**config.mk**
```make
export PLATFORM = sky130hd
export DESIGN_NAME = ball_collision_detect
export DESIGN_NICKNAME = d
export VERILOG_FILES = /design/src/rtl/ball_collision_detect.sv
export SDC_FILE = /design/constraint.sdc
export NUM_CORES = 2
export LEC_CHECK = 0
export ABC_AREA = 1
export BUFFER_PORTS_ARGS = -buffer_cell sky130_fd_sc_hd__buf_2
export CAP_MARGIN = 20
export CORE_UTILIZATION = 27
export CTS_BUF_LIST = sky130_fd_sc_hd__clkbuf_8 sky130_fd_sc_hd__clkbuf_16
export CTS_CLUSTER_SIZE = 24
export DETAILED_ROUTE_END_ITERATION = 7
export GPL_ROUTABILITY_DRIVEN = 0
export GPL_TIMING_DRIVEN = 1
export PLACE_DENSITY = 0.52
export SLEW_MARGIN = 25
export SYNTH_ARGS = -nofsm -noshare
export SYNTH_HDL_FRONTEND = slang
export SYNTH_SLANG_ARGS = --single-unit
```
**constraint.sdc**
```tcl
create_clock -name clk -period 12.9 [get_ports clk]
set_input_delay 3.225 -clock clk [delete_from_list [all_inputs] [get_ports clk]]
set_output_delay 3.225 -clock clk [all_outputs]
set_load 0.02 [all_outputs]
```
**src/rtl/ball_collision_detect.sv**
```systemverilog
// Three-ball contact detector: per-frame pairwise distance test with one-hot
// contact direction pulses and a per-pair re-arm cooldown.
module ball_collision_detect #(
  parameter int XW       = 10,
  parameter int BALL_R   = 8,
  parameter int AXIS_TOL = 3,
  parameter int COOLDOWN = 16
) (
  input  logic          clk,
  input  logic          rst,
  input  logic          frame_tick,
  input  logic [XW-1:0] b1_x,
  input  logic [XW-1:0] b1_y,
  input  logic [XW-1:0] b2_x,
  input  logic [XW-1:0] b2_y,
  input  logic [XW-1:0] b3_x,
  input  logic [XW-1:0] b3_y,
  output logic [7:0]    dir12,
  output logic [7:0]    dir13,
  output logic [7:0]    dir23,
  output logic [2:0]    hit,
  output logic [2:0]    in_contact
);

  localparam int DW = 2*XW + 3;
  localparam int CW = $clog2(COOLDOWN + 1);
  localparam logic [DW-1:0] THR = DW'((2*BALL_R) * (2*BALL_R));
  localparam logic signed [XW:0] TOL = (XW+1)'(AXIS_TOL);

  typedef enum logic {ARMED, COOL} state_t;

  function automatic logic signed [XW:0] diff(input logic [XW-1:0] a, input logic [XW-1:0] b);
    return $signed({1'b0, a}) - $signed({1'b0, b});
  endfunction

  function automatic logic [DW-1:0] dist2(input logic signed [XW:0] dx, input logic signed [XW:0] dy);
    logic signed [DW-1:0] dxe, dye;
    dxe = DW'(dx);
    dye = DW'(dy);
    return DW'(dxe * dxe) + DW'(dye * dye);
  endfunction

  // Axis rules take precedence over diagonals; dx=dy=0 yields no class.
  function automatic logic [7:0] classify(input logic signed [XW:0] dx, input logic signed [XW:0] dy);
    logic dx_ax, dy_ax;
    dx_ax = (dx <= TOL) && (dx >= -TOL);
    dy_ax = (dy <= TOL) && (dy >= -TOL);
    classify = 8'h00;
    if (dy_ax && dx > 0)               classify = 8'h10;
    else if (dy_ax && dx < 0)          classify = 8'h20;
    else if (dx_ax && dy > 0)          classify = 8'h40;
    else if (dx_ax && dy < 0)          classify = 8'h80;
    else if (dx > TOL && dy > TOL)     classify = 8'h01;
    else if (dx < -TOL && dy > TOL)    classify = 8'h02;
    else if (dx > TOL && dy < -TOL)    classify = 8'h04;
    else if (dx < -TOL && dy < -TOL)   classify = 8'h08;
  endfunction

  logic                 s1_valid_d, s1_valid_q, s2_valid_d, s2_valid_q;
  logic signed [XW:0]   dx_d [3], dx_q [3], dy_d [3], dy_q [3];
  logic [2:0]           contact_d, contact_q;
  logic [7:0]           cls_d [3], cls_q [3];
  state_t               state_d [3], state_q [3];
  logic [CW-1:0]        cnt_d [3], cnt_q [3];
  logic [7:0]           dir_d [3], dir_q [3];
  logic [2:0]           hit_d, hit_q, in_contact_d, in_contact_q;

  always_comb begin
    s1_valid_d = frame_tick;
    for (int p = 0; p < 3; p++) begin
      dx_d[p] = dx_q[p];
      dy_d[p] = dy_q[p];
    end
    if (frame_tick) begin
      dx_d[0] = diff(b2_x, b1_x);  dy_d[0] = diff(b2_y, b1_y);
      dx_d[1] = diff(b3_x, b1_x);  dy_d[1] = diff(b3_y, b1_y);
      dx_d[2] = diff(b3_x, b2_x);  dy_d[2] = diff(b3_y, b2_y);
    end
  end

  always_comb begin
    s2_valid_d = s1_valid_q;
    contact_d  = contact_q;
    for (int p = 0; p < 3; p++) cls_d[p] = cls_q[p];
    if (s1_valid_q) begin
      for (int p = 0; p < 3; p++) begin
        contact_d[p] = dist2(dx_q[p], dy_q[p]) <= THR;
        cls_d[p]     = classify(dx_q[p], dy_q[p]);
      end
    end
  end

  always_comb begin
    in_contact_d = in_contact_q;
    hit_d        = '0;
    for (int p = 0; p < 3; p++) begin
      state_d[p] = state_q[p];
      cnt_d[p]   = cnt_q[p];
      dir_d[p]   = '0;
      if (s2_valid_q) begin
        if (contact_q[p]) begin
          if (cls_q[p] != 8'h00) begin
            if (state_q[p] == ARMED) dir_d[p] = cls_q[p];
            cnt_d[p]   = CW'(COOLDOWN);
            state_d[p] = COOL;
          end
        end else if (state_q[p] == COOL) begin
          if (cnt_q[p] != '0) cnt_d[p] = cnt_q[p] - 1'b1;
          if (cnt_q[p] <= CW'(1)) state_d[p] = ARMED;
        end
      end
      hit_d[p] = |dir_d[p];
    end
    if (s2_valid_q) in_contact_d = contact_q;
  end

  always_ff @(posedge clk or posedge rst) begin
    if (rst) begin
      s1_valid_q   <= 1'b0;
      s2_valid_q   <= 1'b0;
      contact_q    <= '0;
      hit_q        <= '0;
      in_contact_q <= '0;
      for (int p = 0; p < 3; p++) begin
        dx_q[p]    <= '0;
        dy_q[p]    <= '0;
        cls_q[p]   <= '0;
        state_q[p] <= ARMED;
        cnt_q[p]   <= '0;
        dir_q[p]   <= '0;
      end
    end else begin
      s1_valid_q   <= s1_valid_d;
      s2_valid_q   <= s2_valid_d;
      contact_q    <= contact_d;
      hit_q        <= hit_d;
      in_contact_q <= in_contact_d;
      for (int p = 0; p < 3; p++) begin
        dx_q[p]    <= dx_d[p];
        dy_q[p]    <= dy_d[p];
        cls_q[p]   <= cls_d[p];
        state_q[p] <= state_d[p];
        cnt_q[p]   <= cnt_d[p];
        dir_q[p]   <= dir_d[p];
      end
    end
  end

  assign dir12      = dir_q[0];
  assign dir13      = dir_q[1];
  assign dir23      = dir_q[2];
  assign hit        = hit_q;
  assign in_contact = in_contact_q;

endmodule

```
# Yosys cells after proc, flatten, opt, wreduce, memory -nomap -nowiden
# Index checks and enable logic that the tools add are counted.
# classes
addsub,12
mul,6
magnitude_cmp,42
n_eq_ne,3
muxes,60
n_reduce_logical,51
# ops
cell,n
two-way mux 8 bit,24
multiplier 11 x 11 -> 22 bit,6
adder 22 x 22 -> 23 bit,3
"less-or-equal comparator 23 x 9 -> 1 bit, second input constant",3
"greater-or-equal comparator 11 x 3 -> 1 bit, second input constant",6
"greater-than comparator 11 x 1 -> 1 bit, second input constant",6
"greater-than comparator 11 x 3 -> 1 bit, second input constant",6
"less-or-equal comparator 11 x 3 -> 1 bit, second input constant",6
"< comparator 11 x 1 -> 1 bit, second input constant",6
"< comparator 11 x 3 -> 1 bit, second input constant",6
subtractor 10 x 10 -> 11 bit,6
two-way mux 5 bit,12
two-way mux 4 bit,12
logical AND 1 bit,30
nonzero test 8 bit,3
OR reduction 8 bit,3
"less-or-equal comparator 5 x 1 -> 1 bit, second input constant",3
nonzero test 5 bit,3
"subtractor 5 x 1 -> 5 bit, second input constant",3
two-way mux 1 bit,12
AND reduction 4 bit,3
nonzero test 2 bit,6
"inequality test 2 x 1 -> 1 bit, second input constant",3
AND reduction 2 bit,3
# totals
register_bits,143
inputBits,63
output_inout_bits,30
elab_cells,197

# Logic depth before layout (Yosys ltp)
# depth
word_depth,10
depth_mapped,34

# Least setup slack after synthesis
# OpenSTA, ideal clock, no wires.
# synth_timing
kind,reg-to-reg
start,register dy_q[10] (netlist name)
end,register contact_q[2]
t_arrival_ns,6.278
required_time_ns,12.835
path_slack_ns,6.557
path_stages_with_launch,31
synth_period_minus_slack_ns,6.343
cell_sequence,dfrtp_1 > clkbuf_1 > buf_1 > nand2_1 > fa_1 > inv_1 > fa_1 > inv_1 > fa_1 > fa_1 > inv_1 > fa_1 > inv_1 > fa_1 > fa_1 > inv_1 > ha_1 > nand2_1 > nor2_1 > inv_1 > nor2_1 > nand4_1 > nand3_1 > nand2_1 > nand2_1 > inv_1 > nor2_1 > nand4_1 > nand2_1 > nand2_1 > nand2_1
# synth_via
elab_chain_cells,3
# synth_rtl
element,line,text
start: declaration,60,"logic signed [XW:0] dx_d [3], dx_q [3], dy_d [3], dy_q [3];"
start signal: indexed assignment,140,dy_q[p] <= dy_d[p];
multiplier 11 x 11 -> 22 bit,40,return DW'(dxe * dxe) + DW'(dye * dye);
adder 22 x 22 -> 23 bit,40,
less-or-equal comparator 23 x 9 -> 1 bit,87,"contact_d[p] = dist2(dx_q[p], dy_q[p]) <= THR;"
end signal: assignment,135,contact_q <= contact_d;
end: declaration,61,"logic [2:0] contact_d, contact_q;"
# Every way passes these cells.
# A chain may end at the register's enable or synchronous reset.

# Worst setup path in the final report
# layout_timing
start,register dy_q[21] (netlist name)
end,register contact_q[1]
# Same word-level chain as after synthesis.

==> metrics.yaml <==
global_routing:
  grt_max_degree: 96
  grt_pass1_vias: 28800
  antenna_found_initial: 28
  grt_pass1_wl_mm: 159.7
  track_usage: 0.1506
  overflow: 0
worst_setup_path:
  cpMaxStageDelayCell: "dfrtp_1"
  cpLargestDelayFamily: "adder cells"
  path_common_cell: "nand2_1"
  max_stage_delay_ns: 0.86
  critPathKind: "flip-flop to flip-flop"
  crit_required_ns: 13.31
  path_buf_inv: 5
  startpoint_type: "flip-flop"
  end_kind: "flip-flop"
  crit_arrival_ns: 7.91
  path_max_fanout: 19
drt:
  drc: 0
  num_vias: 27310
  drtAntennaViolNets: 0
  post_drt_wl_per_cell_um: 15.56
  drt_wl_total_mm: 98.03
  drt_iter0_markers: 1556
  viasPerCell: 4.334
  drt_pass1_iterations: 8
die:
  initial_core_util: 0.2719
  core-area_um2: 133500
  fp-row-count: 134
  die_h_um: 368.6
  ioPinCount: 93
  die_w_um: 368.6
  dieArea_um2: 135900
yosys:
  syn-cell-area_um2: 36290
  synth.top_cell.area_share: 0.4132
  synth_edf_count: 0
  syn_area_per_cell_um2: 8.086
  yosysTopAreaCell: "fa_1"
  synth_cell_type_count: 42
  yosys-top-cells-area: "fa_1 41%, inv_1 15%, ha_1 11%"
  ys_ff_latch: 143
  yosys_warnings: 0
  synth-main-ff-cell: "dfrtp_1"
  syn_inst: 4488
  ys_seq_area_frac: 0.09861
  async_reset_ff_frac: 1.000
  synth_nets: 5626
clocking:
  cts_resized: 0
  tritoncts.num_buffers: 17
  post_cts_buffers: 0
  clockRootBuffer: "clkbuf_16"
  clock_sinks: 143
  cts_tree: "yes"
  clock_latency_ns: 0.47
  cts_hold_buf: 0
  cts.clk_slew.worst_paths_ns: 0.08
  htreeDepth: 4
  cts_buffer_depth: 2
timing:
  timing_hold_violations_final: 0
  maxSlewHeadroom: 0.4071
  report.final.slew_viol_count: 0
  tns_ns: 0
  period_share: 0.5810
  rsz0062_at_grt: "false"
  period_needed_ns: 7.495
  clock-skew-final_ns: 0.01667
  fmax_mhz: 133.4
  setup_viol: 0
  worstMarginPinSlew_ns: 0.8893
layout:
  nNetsFinal: 5649
  postLayoutCoreUtil: 0.2946
  drive_gt1_frac: 0.03625
  fillCellCount: 14420
  syn_to_final_growth_pct: 8.327
outcome:
  status: "finished, final reports clean"
job:
  drv_cap: 0
worst_hold_path:
  hold_path_class: "flip-flop to flip-flop"
placed_design:
  io_buffers: 92
  dp_hpwl_mm: 85.55
[routing by layer]
layer / routed length, µm / global-route usage / vias to the layer above
met5: 196 / 0 / -
met4: 1526 / 0.02785 / 32
met3: 6832 / 0.03280 / 101
met2: 45060 / 0.2447 / 508
met1: 44420 / 0.2058 / 13560
li1: - / - / 13110
[area by class of cell]
class | instances | area, µm² | area share
diodes | 8 | 20.02 | 0.0005092
clock buffers | 18 | 439.2 | 0.01117
clock inverters | 14 | 167.7 | 0.004265
inverters | 1422 | 5343 | 0.1359
multi-input cells | 2824 | 26990 | 0.6865
flip-flops and latches | 143 | 3578 | 0.09103
well taps | 1768 | 2212 | 0.05627
repair buffers | 103 | 563.0 | 0.01432
[cells by family (layout without fill, tap and decap cells)]
| kind of cell | Yosys count | in the layout | synth area share |
|---|---|---|---|
| AO/OA/AOI/OAI | 326 | 326 | 0.04910 |
| XOR/XNOR | 52 | 52 | 0.01255 |
| adder cells (fa/ha/maj) | 1075 | 1075 | 0.5256 |
| buffers and inverters | 1521 | 1557 | 0.1579 |
| flip-flops | 143 | 143 | 0.09861 |
| other | 0 | 8 | 0 |
| AND/OR/NAND/NOR | 1371 | 1371 | 0.1563 |
[registers in the layout (all words and copies together), names as in the netlist]
signal      flops
dx_q           33
dy_q           33
cls_q          24
cnt_q          15
dir12           8
dir13           8
dir23           8
contact_q       3
hit             3
in_contact      3
state_q         3
s1_valid_q      1
s2_valid_q      1
[cells in the final DEF (no fill, tap or decap), types with 3 or more instances in the layout]
cell / Yosys / final
a21o_1: 8 / 8
a21oi_1: 134 / 134
a31oi_1: 10 / 10
and3_1: 3 / 3
buf_2: 5 / 92
buf_4: 1 / 10
clkbuf_16: 0 / 17
dfrtp_1: 143 / 143
diode_2: 0 / 8
fa_1: 749 / 749
ha_1: 326 / 326
inv_1: 1420 / 1419
inv_6: 0 / 6
inv_8: 0 / 4
nand2_1: 862 / 862
nand3_1: 137 / 137
nand3b_1: 15 / 15
nand4_1: 57 / 57
nor2_1: 233 / 233
nor2_2: 3 / 3
nor3_1: 25 / 25
nor4_1: 11 / 11
o21ai_0: 124 / 124
o21bai_1: 11 / 11
o22ai_1: 20 / 20
o31ai_1: 6 / 6
o32ai_1: 3 / 3
or2_2: 20 / 20
xnor2_1: 23 / 23
xor2_1: 29 / 29
[worst paths after layout]
kind                            depth (start not counted)                         to                       from  slack, ns
worst min register to register                          2  in_contact[2]$_DFFE_PP0P_  in_contact[2]$_DFFE_PP0P_       0.49
worst min-delay path                                    2  in_contact[2]$_DFFE_PP0P_  in_contact[2]$_DFFE_PP0P_       0.49
worst max register to register                         27   contact_q[1]$_DFFE_PP0P_       dy_q[21]$_DFFE_PP0P_       5.41
min in group asynchronous                               2         dir12[0]$_DFF_PP0_                        rst       2.72
worst max-delay path                                   27   contact_q[1]$_DFFE_PP0P_       dy_q[21]$_DFFE_PP0P_       5.41
max in group asynchronous                               4         dir23[5]$_DFF_PP0_                        rst       8.79
[Yosys cell counts (all sizes together), types with 8 or more instances]
| cell | n |
|---|---|
| dfrtp | 143 |
| buf | 8 |
| a21o | 8 |
| nand2 | 863 |
| fa | 749 |
| or2 | 20 |
| a21oi | 134 |
| nor3 | 25 |
| nand4 | 57 |
| nor4 | 12 |
| ha | 326 |
| xor2 | 29 |
| o22ai | 20 |
| clkbuf | 91 |
| nand3b | 15 |
| inv | 1421 |
| xnor2 | 23 |
| o21bai | 11 |
| nor2 | 236 |
| a31oi | 10 |
| o21ai | 124 |
| nand3 | 137 |
[per-stage QoR]
step / hold slack [ns] / cells / setup WS, ns / instance area [µm²]
2_1_floorplan: 0.3548 / 4488 / 5.837 / 36290
3_3_place_gp: 0.4716 / 6259 / 5.476 / 38650
3_5_place_dp: 0.4699 / 6259 / 5.431 / 38660
4_1_cts: 0.4886 / 6291 / 5.411 / 39260
5_1_grt: 0.5002 / 6293 / 4.966 / 39290
6_report: 0.4858 / 6300 / 5.405 / 39310
[worst register-to-register path, delay by kind of cell (launching register included)]
family	cells	cell delay (ns)
AO/OA/AOI/OAI	1	0.20
AND/OR/NAND/NOR	13	1.83
adder cells (fa/ha/maj)	8	3.78
flip-flops	1	0.86
buffers and inverters	5	0.79
Power is not shown: default switching activity piles up to over one toggle a cycle in this logic, so the estimate is an artifact.
